`src/rtl/multicycle_ctrl.sv`:
```
// Multi-cycle RV32I sequencing controller: steps the shared datapath through
// fetch/decode/execute/mem/writeback for R-type, OP-IMM, LOAD and STORE.
//
// state     | meaning
// FETCH     | imem_req held until imem_ack; IR loaded on the ack cycle
// DECODE    | IR stable; legal opcodes go to EXECUTE, anything else to HALT
// EXECUTE   | ALU operation and operand select presented
// MEM       | LOAD/STORE access held until dmem_ack; STORE retires here
// WRITEBACK | register write, PC advance and retire, one cycle
// HALT      | illegal instruction seen; left only through rst_n
module multicycle_ctrl #(
  parameter int ALU_CTRL_WIDTH    = 4,
  parameter int INSTRUCTION_WIDTH = 32
) (
  input  logic                         clk,
  input  logic                         rst_n,
  input  logic [INSTRUCTION_WIDTH-1:0] inst,
  input  logic                         imem_ack,
  input  logic                         dmem_ack,
  output logic                         imem_req,
  output logic                         ir_wr_en,
  output logic                         pc_wr_en,
  output logic [ALU_CTRL_WIDTH-1:0]    alu_ctrl,
  output logic                         alu_op2_sel,
  output logic                         reg_file_wr_en,
  output logic                         reg_file_wr_back_sel,
  output logic                         data_mem_rd_en,
  output logic                         data_mem_wr_en,
  output logic                         inst_retired,
  output logic                         illegal_inst
);

  localparam logic [2:0] S_FETCH     = 3'd0;
  localparam logic [2:0] S_DECODE    = 3'd1;
  localparam logic [2:0] S_EXECUTE   = 3'd2;
  localparam logic [2:0] S_MEM       = 3'd3;
  localparam logic [2:0] S_WRITEBACK = 3'd4;
  localparam logic [2:0] S_HALT      = 3'd5;

  localparam logic [6:0] OPC_R      = 7'b0110011;
  localparam logic [6:0] OPC_OP_IMM = 7'b0010011;
  localparam logic [6:0] OPC_LOAD   = 7'b0000011;
  localparam logic [6:0] OPC_STORE  = 7'b0100011;

  logic [2:0] state_q, state_d;
  logic [6:0] opcode;
  logic [2:0] funct3;
  logic       is_r, is_i, is_ld, is_st, is_legal;
  logic [3:0] alu_op;
  logic       unused_inst_bits;

  assign opcode   = inst[6:0];
  assign funct3   = inst[14:12];
  assign is_r     = (opcode == OPC_R);
  assign is_i     = (opcode == OPC_OP_IMM);
  assign is_ld    = (opcode == OPC_LOAD);
  assign is_st    = (opcode == OPC_STORE);
  assign is_legal = is_r | is_i | is_ld | is_st;

  assign unused_inst_bits = ^{inst[31], inst[29:15], inst[11:7]};

  // inst[30] only selects SUB/SRA; for OP-IMM it is part of the immediate
  // except on the shift-right encoding.
  always_comb begin
    alu_op = 4'b0000;
    if (is_r)      alu_op = {inst[30], funct3};
    else if (is_i) alu_op = {(funct3 == 3'b101) & inst[30], funct3};
  end

  always_comb begin
    state_d = state_q;
    case (state_q)
      S_FETCH:     if (imem_ack) state_d = S_DECODE;
      S_DECODE:    state_d = is_legal ? S_EXECUTE : S_HALT;
      S_EXECUTE:   state_d = (is_ld | is_st) ? S_MEM : S_WRITEBACK;
      S_MEM:       if (dmem_ack) state_d = is_st ? S_FETCH : S_WRITEBACK;
      S_WRITEBACK: state_d = S_FETCH;
      S_HALT:      state_d = S_HALT;
      default:     state_d = S_FETCH;
    endcase
  end

  always_ff @(posedge clk or negedge rst_n) begin
    if (!rst_n) state_q <= S_FETCH;
    else        state_q <= state_d;
  end

  // Outputs are forced low while rst_n is asserted, even though the state
  // register already reads FETCH.
  always_comb begin
    imem_req             = 1'b0;
    ir_wr_en             = 1'b0;
    pc_wr_en             = 1'b0;
    alu_ctrl             = '0;
    alu_op2_sel          = 1'b0;
    reg_file_wr_en       = 1'b0;
    reg_file_wr_back_sel = 1'b0;
    data_mem_rd_en       = 1'b0;
    data_mem_wr_en       = 1'b0;
    inst_retired         = 1'b0;
    illegal_inst         = 1'b0;
    if (rst_n) begin
      if (state_q == S_EXECUTE || state_q == S_MEM || state_q == S_WRITEBACK) begin
        alu_ctrl    = ALU_CTRL_WIDTH'(alu_op);
        alu_op2_sel = ~is_r;
      end
      case (state_q)
        S_FETCH: begin
          imem_req = 1'b1;
          ir_wr_en = imem_ack;
        end
        S_MEM: begin
          data_mem_rd_en = is_ld;
          data_mem_wr_en = is_st;
          pc_wr_en       = is_st & dmem_ack;
          inst_retired   = is_st & dmem_ack;
        end
        S_WRITEBACK: begin
          reg_file_wr_en       = 1'b1;
          pc_wr_en             = 1'b1;
          inst_retired         = 1'b1;
          reg_file_wr_back_sel = is_r | is_i;
        end
        S_HALT:  illegal_inst = 1'b1;
        default: ;
      endcase
    end
  end

endmodule

```
`config.mk`:
```
export PLATFORM = sky130hd
export DESIGN_NAME = multicycle_ctrl
export DESIGN_NICKNAME = d
export VERILOG_FILES = /design/src/rtl/multicycle_ctrl.sv
export SDC_FILE = /design/constraint.sdc
export NUM_CORES = 1
export LEC_CHECK = 0
export CORE_MARGIN = 2
export CORE_UTILIZATION = 26
export DETAILED_ROUTE_END_ITERATION = 10
export PLACE_DENSITY = 0.84
export SETUP_SLACK_MARGIN = 0.02
export SKIP_LAST_GASP = 1
export SLEW_MARGIN = 20
export SYNTH_ARGS = -nofsm -noshare
export SYNTH_HDL_FRONTEND = slang
export SYNTH_SLANG_ARGS = --single-unit
```
`constraint.sdc`:
```
create_clock -name clk -period 2.9 [get_ports clk]
set_clock_uncertainty 0.15 [all_clocks]
set_input_delay 0.29 -clock clk [delete_from_list [all_inputs] [get_ports clk]]
set_output_delay 0.29 -clock clk [all_outputs]
set_load 0.01 [all_outputs]
```
-- Word level (Yosys, flattened, before mapping)
Cells that the tools add are included.
- register bits: 3
- input bits: 36
- output and inout bits: 14
- logic and storage cells: 52
- equal/unequal tests: 12
- multiplexer cells: 28
- bitwise operators: 7
- reductions and logical operators: 4
- operators by type and width (operator ; count):
    1-bit two-way mux ; 17
    4-bit two-way mux ; 4
    3-bit two-way mux ; 5
    3-bit one-hot mux with 5 select lines ; 1
    7-bit by 6-bit == test with 1-bit output, second input constant ; 2
    3-bit == test, second input constant ; 3
    7-bit by 2-bit == test with 1-bit output, second input constant ; 1
    7-bit by 5-bit == test with 1-bit output, second input constant ; 1
    3-bit by 2-bit == test with 1-bit output, second input constant ; 2
    2-bit inequality test, second input constant ; 2
    1-bit OR ; 4
    3-bit by 1-bit == test with 1-bit output, second input constant ; 1
    3-bit logical NOT ; 1
    1-bit bitwise AND ; 2
    1-bit logical OR ; 2
    1-bit one-hot mux with 2 select lines ; 1
    2-bit AND reduction ; 1
    1-bit NOT ; 1

-- Logic depth before layout (Yosys ltp)
- word-level depth: 6
- mapped depth: 5
- depth with buffers taken out: 3

-- Worst setup path before layout
Ideal clock, no wire load.
- path type: register -> output
- start point: register state_q[2]
- end point: output pc_wr_en
- arrival: 1.428 ns
- required time: 2.460 ns
- setup slack: 1.032 ns
- stages on the path, launching flop included: 6
- buffers on the path: 2
- path through: dfrtp_1 buf_2 nand4b_1 or4_4 o21ai_2 buf_4
- longest elaborated chain between the ends: 3
- elaborated cells between the ends (all ways): 4
- classes of those cells: eq/ne (2); mux (2)
- RTL lines (what ; line ; source):
    start: declaration ; 45 ; logic [2:0] state_q, state_d;
    start signal: assignment ; 85 ; else state_q <= state_d;
    3-bit == test or 3-bit by 2-bit == test with 1-bit output (tied branches) ; n/a ;
    1-bit one-hot mux with 2 select lines (*) ; n/a ;
    1-bit two-way mux (*) ; n/a ;
    end: declaration ; 22 ; output logic pc_wr_en,
Mark *: on every way between the ends. The rest lies on a longest branch, timed or not.

-- Worst setup path after layout
- start point: input inst[2]
- end point: output inst_retired
- longest elaborated chain between the ends: 4
- RTL lines (what ; line ; source):
    start: declaration ; 17 ; input logic [INSTRUCTION_WIDTH-1:0] inst,
    7-bit by 6-bit == test with 1-bit output ; 57 ; assign is_st = (opcode == OPC_STORE);
    1-bit bitwise AND ; 116 ; inst_retired = is_st & dmem_ack;
    1-bit one-hot mux with 2 select lines ; 107 ; case (state_q)
    1-bit two-way mux ; 102 ; if (rst_n) begin
    end: declaration ; 29 ; output logic inst_retired,
Every way passes these cells.

==> results <==
- The layout overhead on the synthesized area is 84.0%.
- Of the total synthesized cell area, the portion taken by XOR and XNOR cells is 0.
- The synthesized area is 375 µm².
- For this run the aggregate overflow at the end of global routing stands at 0.
- During I/O placement, the number of pins put on the boundary was 50.
- The wire length of the first global-routing pass is 1.90 mm.
- The leakage power is 0.000261 µW.
- The minimum period implied by the final worst setup slack is 2690 ps.
- TritonCTS built the clock tree.
- The largest registers in the layout are state_q (3).
- Among the stages of the critical path, the cell type that occurs most often is clkdlybuf4s50_1.
- Setup repair after global routing left no endpoint under its margin.
- The synthesized netlist net count is 89.
- The startpoint kind of the worst setup timing path is an input pin.
- The die covers 1760 µm².
- The total of fill cells in the finished design is 131.
- The count of nets left with antenna violations once routing finished came out at 0.
- The worst setup path is of the input pin to output pin kind.
- In the final design database the tool counted 120 nets.
- The combined global-route utilization of all metal layers is 0.133.
- The congestion estimate from routability-driven global placement came to 0.794.
- The repair_antennas step left the layout with diodes totalling 0.
- The largest single stage delay on the critical path is 560 ps.
- Hold repair after CTS inserted 0 buffers.
- The die boundary width is 42.0 µm.
- The post-synthesis share of cell area spent on and, or, nand and nor gates is 0.523.
- The first-pass detailed-route iteration total is 4.
- The mean area per synthesized cell is 7.08 µm².
- The insertion delay to the later sink of the worst-skew pair is 230 ps.
- In this run the tool buffered the top-level ports with 28 buffer cells.
- The clock passes through at most 2 buffers.
- The cell family contributing the most delay on the critical path is buffers and inverters.
- The number of instances resized during post-cts repair is 0.
- The final setup slack of the worst path is 211 ps.
- The number of global-route vias before repair is 476.
- The worst path required time is 2460 ps.
- The worst path arrival time is 2250 ps.
- The kind of end point of the critical path is an output pin.
- The routed layout has 512 vias.
- The timing-limited maximum frequency is 372 MHz.
- The portion of synthesized area spent on multiplexers is 0.
- The initial utilization of the core area, before any placement, comes to 0.285.
- Leaving out fill and tap cells, the most frequent cell in the layout is clkdlybuf4s50_1.
- The final worst-path cycle share is 0.927.
- After clock tree synthesis, the clock-pin slew on the worst setup and hold paths is 40 ps.
- The register containing the most flip-flops in the final layout is state_q.
- The share of cells above drive strength 1 is 0.0843.
- The netlist uses 28 different library cells.
- The flow ran to the end, and the final reports show no timing, DRC or antenna violations.
- For this run, the number of Yosys warnings is 0.
- The actual transition at the worst max-transition pin is 370 ps.
- The maximum level of the CTS H-tree is 1.
- Counting flops and latches in the post-synthesis netlist gives 3.
- In this run the worst path has a maximum fanout of 4.
- The number of DRC markers after the initial detailed-route iteration is 25.
- The combinational family with the most area after synthesis is simple AND/OR/NAND/NOR gates.
- After floorplanning, the core was divided into 13 placement rows.
- Clock tree synthesis selected as its root buffer the cell clkbuf_4.
- For this run, design rule violations remaining after detail routing come to 0.
- The peak ir drop on the vdd network is 0.182 mV.
- The total routed wirelength is 1.17 mm.
- For this design, the sink count on the clock tree is 3.
- The placed wire-length estimate is 983 µm.
- The initial antenna violation count was 0.
- The worst path buffer plus inverter count is 2.
- Leaving out fill and tap cells, the most frequent cells in the layout are clkdlybuf4s50_1 (28), nor2_1 (7), inv_1 (5).
- Buffers inserted during clock tree synthesis total 3.
- The average routed wire per standard cell is 11.9 µm.
- The adder-cell share of the synthesized area is 0.
- The power density over cell area is 376 nW/µm².
- Walking the worst path, the cells encountered are clkdlybuf4s50_1 > or2_4 > or4_4 > o21ai_2 > clkdlybuf4s50_1.
- After detailed routing, the number of vias per cell comes to 5.22.
- The largest individual stage delay along the critical path comes from the cell clkdlybuf4s50_1.
- The setup TNS is 0 ps.
- After the flow finishes, the layout carries non-filler instances totaling 98.
- The min-delay analysis places its worst path in the category input pin to asynchronous set/reset pin.
- The register with the most flip-flops in the layout has 3 of them.
- Synthesis produced a netlist whose cell count is 53.
- The fraction of the mapped netlist area in compound gates is 0.180.
- Once the clock tree was built, the setup fixing pass inserted 0 buffers.
- Across the run, the number of max-cap violations was 0.
- The pin count of the biggest net entering global routing is 12.
- The y dimension of the die is 42.0 µm.
- Measured against its own limit, the worst slew margin works out to 0.747.
- In this run, placement finished with an instance count of 94.
- The post-synthesis sequential area ratio is 0.200.
- The final setup violation count is 0.
- The max-slew violation total from the final report was 0.
- After floorplanning, the core was sized to cover 1320 µm².
- The hold violation total from the final report is 0.
- The minimum setup slack after placement is 204 ps.
[worst register-to-register path: cells and delay by family (launching register included)]
family / cells / cell delay (ps)
flops: 1 / 470
compound gates: 2 / 240
simple gates: 1 / 490
[logic make-up (layout without fill, tap and decap cells)]
logic type / Yosys count / after routing
buffers and inverters: 8 / 38
AND/OR/NAND/NOR: 32 / 32
flip-flops: 3 / 3
AO/OA/AOI/OAI: 10 / 10
[area by class of cell]
type / count / area (µm²) / share of cell area
sequential: 3 / 75.1 / 0.109
timing repair buffer: 29 / 288 / 0.417
multi-input combinational: 42 / 264 / 0.382
tap: 15 / 18.8 / 0.0272
inverter: 5 / 18.8 / 0.0272
clock buffer: 4 / 26.3 / 0.0380
[cells in the mapped netlist (all sizes together)]
cell type | number | share of area
inv | 5 | 0.050
a41oi | 1 | 0.023
or2 | 1 | 0.023
dfrtp | 3 | 0.20
buf | 3 | 0.047
nor4b | 1 | 0.023
nand2b | 3 | 0.050
o22ai | 3 | 0.050
nand4b | 1 | 0.023
a2111oi | 1 | 0.023
and3b | 1 | 0.023
nand2 | 2 | 0.020
o21ai | 3 | 0.050
and3 | 1 | 0.017
nand3b | 1 | 0.020
nor3 | 4 | 0.053
nor2b | 3 | 0.050
or4 | 2 | 0.050
nor3b | 1 | 0.020
or4b | 1 | 0.027
and4b | 1 | 0.027
nor2 | 7 | 0.070
nand3 | 2 | 0.027
a31oi | 2 | 0.033
[final timing paths]
path | start | endpoint | slack [ps] | cells after the start
max | inst[2] | inst_retired | 210 | 5
min | rst_n | state_q[2]$_DFFE_PN0P_ | 230 | 2
max reg2reg | state_q[2]$_DFFE_PN0P_ | state_q[0]$_DFFE_PN0P_ | 1410 | 3
min reg2reg | state_q[1]$_DFFE_PN0P_ | state_q[0]$_DFFE_PN0P_ | 480 | 1
max in group asynchronous | rst_n | state_q[0]$_DFFE_PN0P_ | 2260 | 2
min in group clk | state_q[1]$_DFFE_PN0P_ | state_q[0]$_DFFE_PN0P_ | 480 | 1
[per-layer routing]
metal | vias to the layer above | global-route usage | part of all wire
met3 | 0 | 0.0216 | 0.046
li1 | 253 | - | -
met4 | 0 | 0.0581 | 0
met2 | 16 | 0.225 | 0.53
met1 | 243 | 0.164 | 0.42
met5 | - | 0 | 0
[through the flow]
stage,instance area (µm²),power (µW),utilization,hold WS (ps)
6_report,691,260,0.524,228
5_1_grt,691,280,0.524,230
3_3_place_gp,664,183,0.504,449
2_1_floorplan,375,131,-,-156
3_5_place_dp,664,186,0.504,464
4_1_cts,691,261,0.524,231
[power breakdown]
group	total (µW)	internal (µW)	switching, µW	leakage [µW]
combinational	115	68.1	46.9	0.000213
sequential	72.3	50.5	21.8	0.0000328
clock	72.7	51.5	21.1	0.0000150
total	260	170	89.9	0.000261
(Power assumes the default switching activity.)
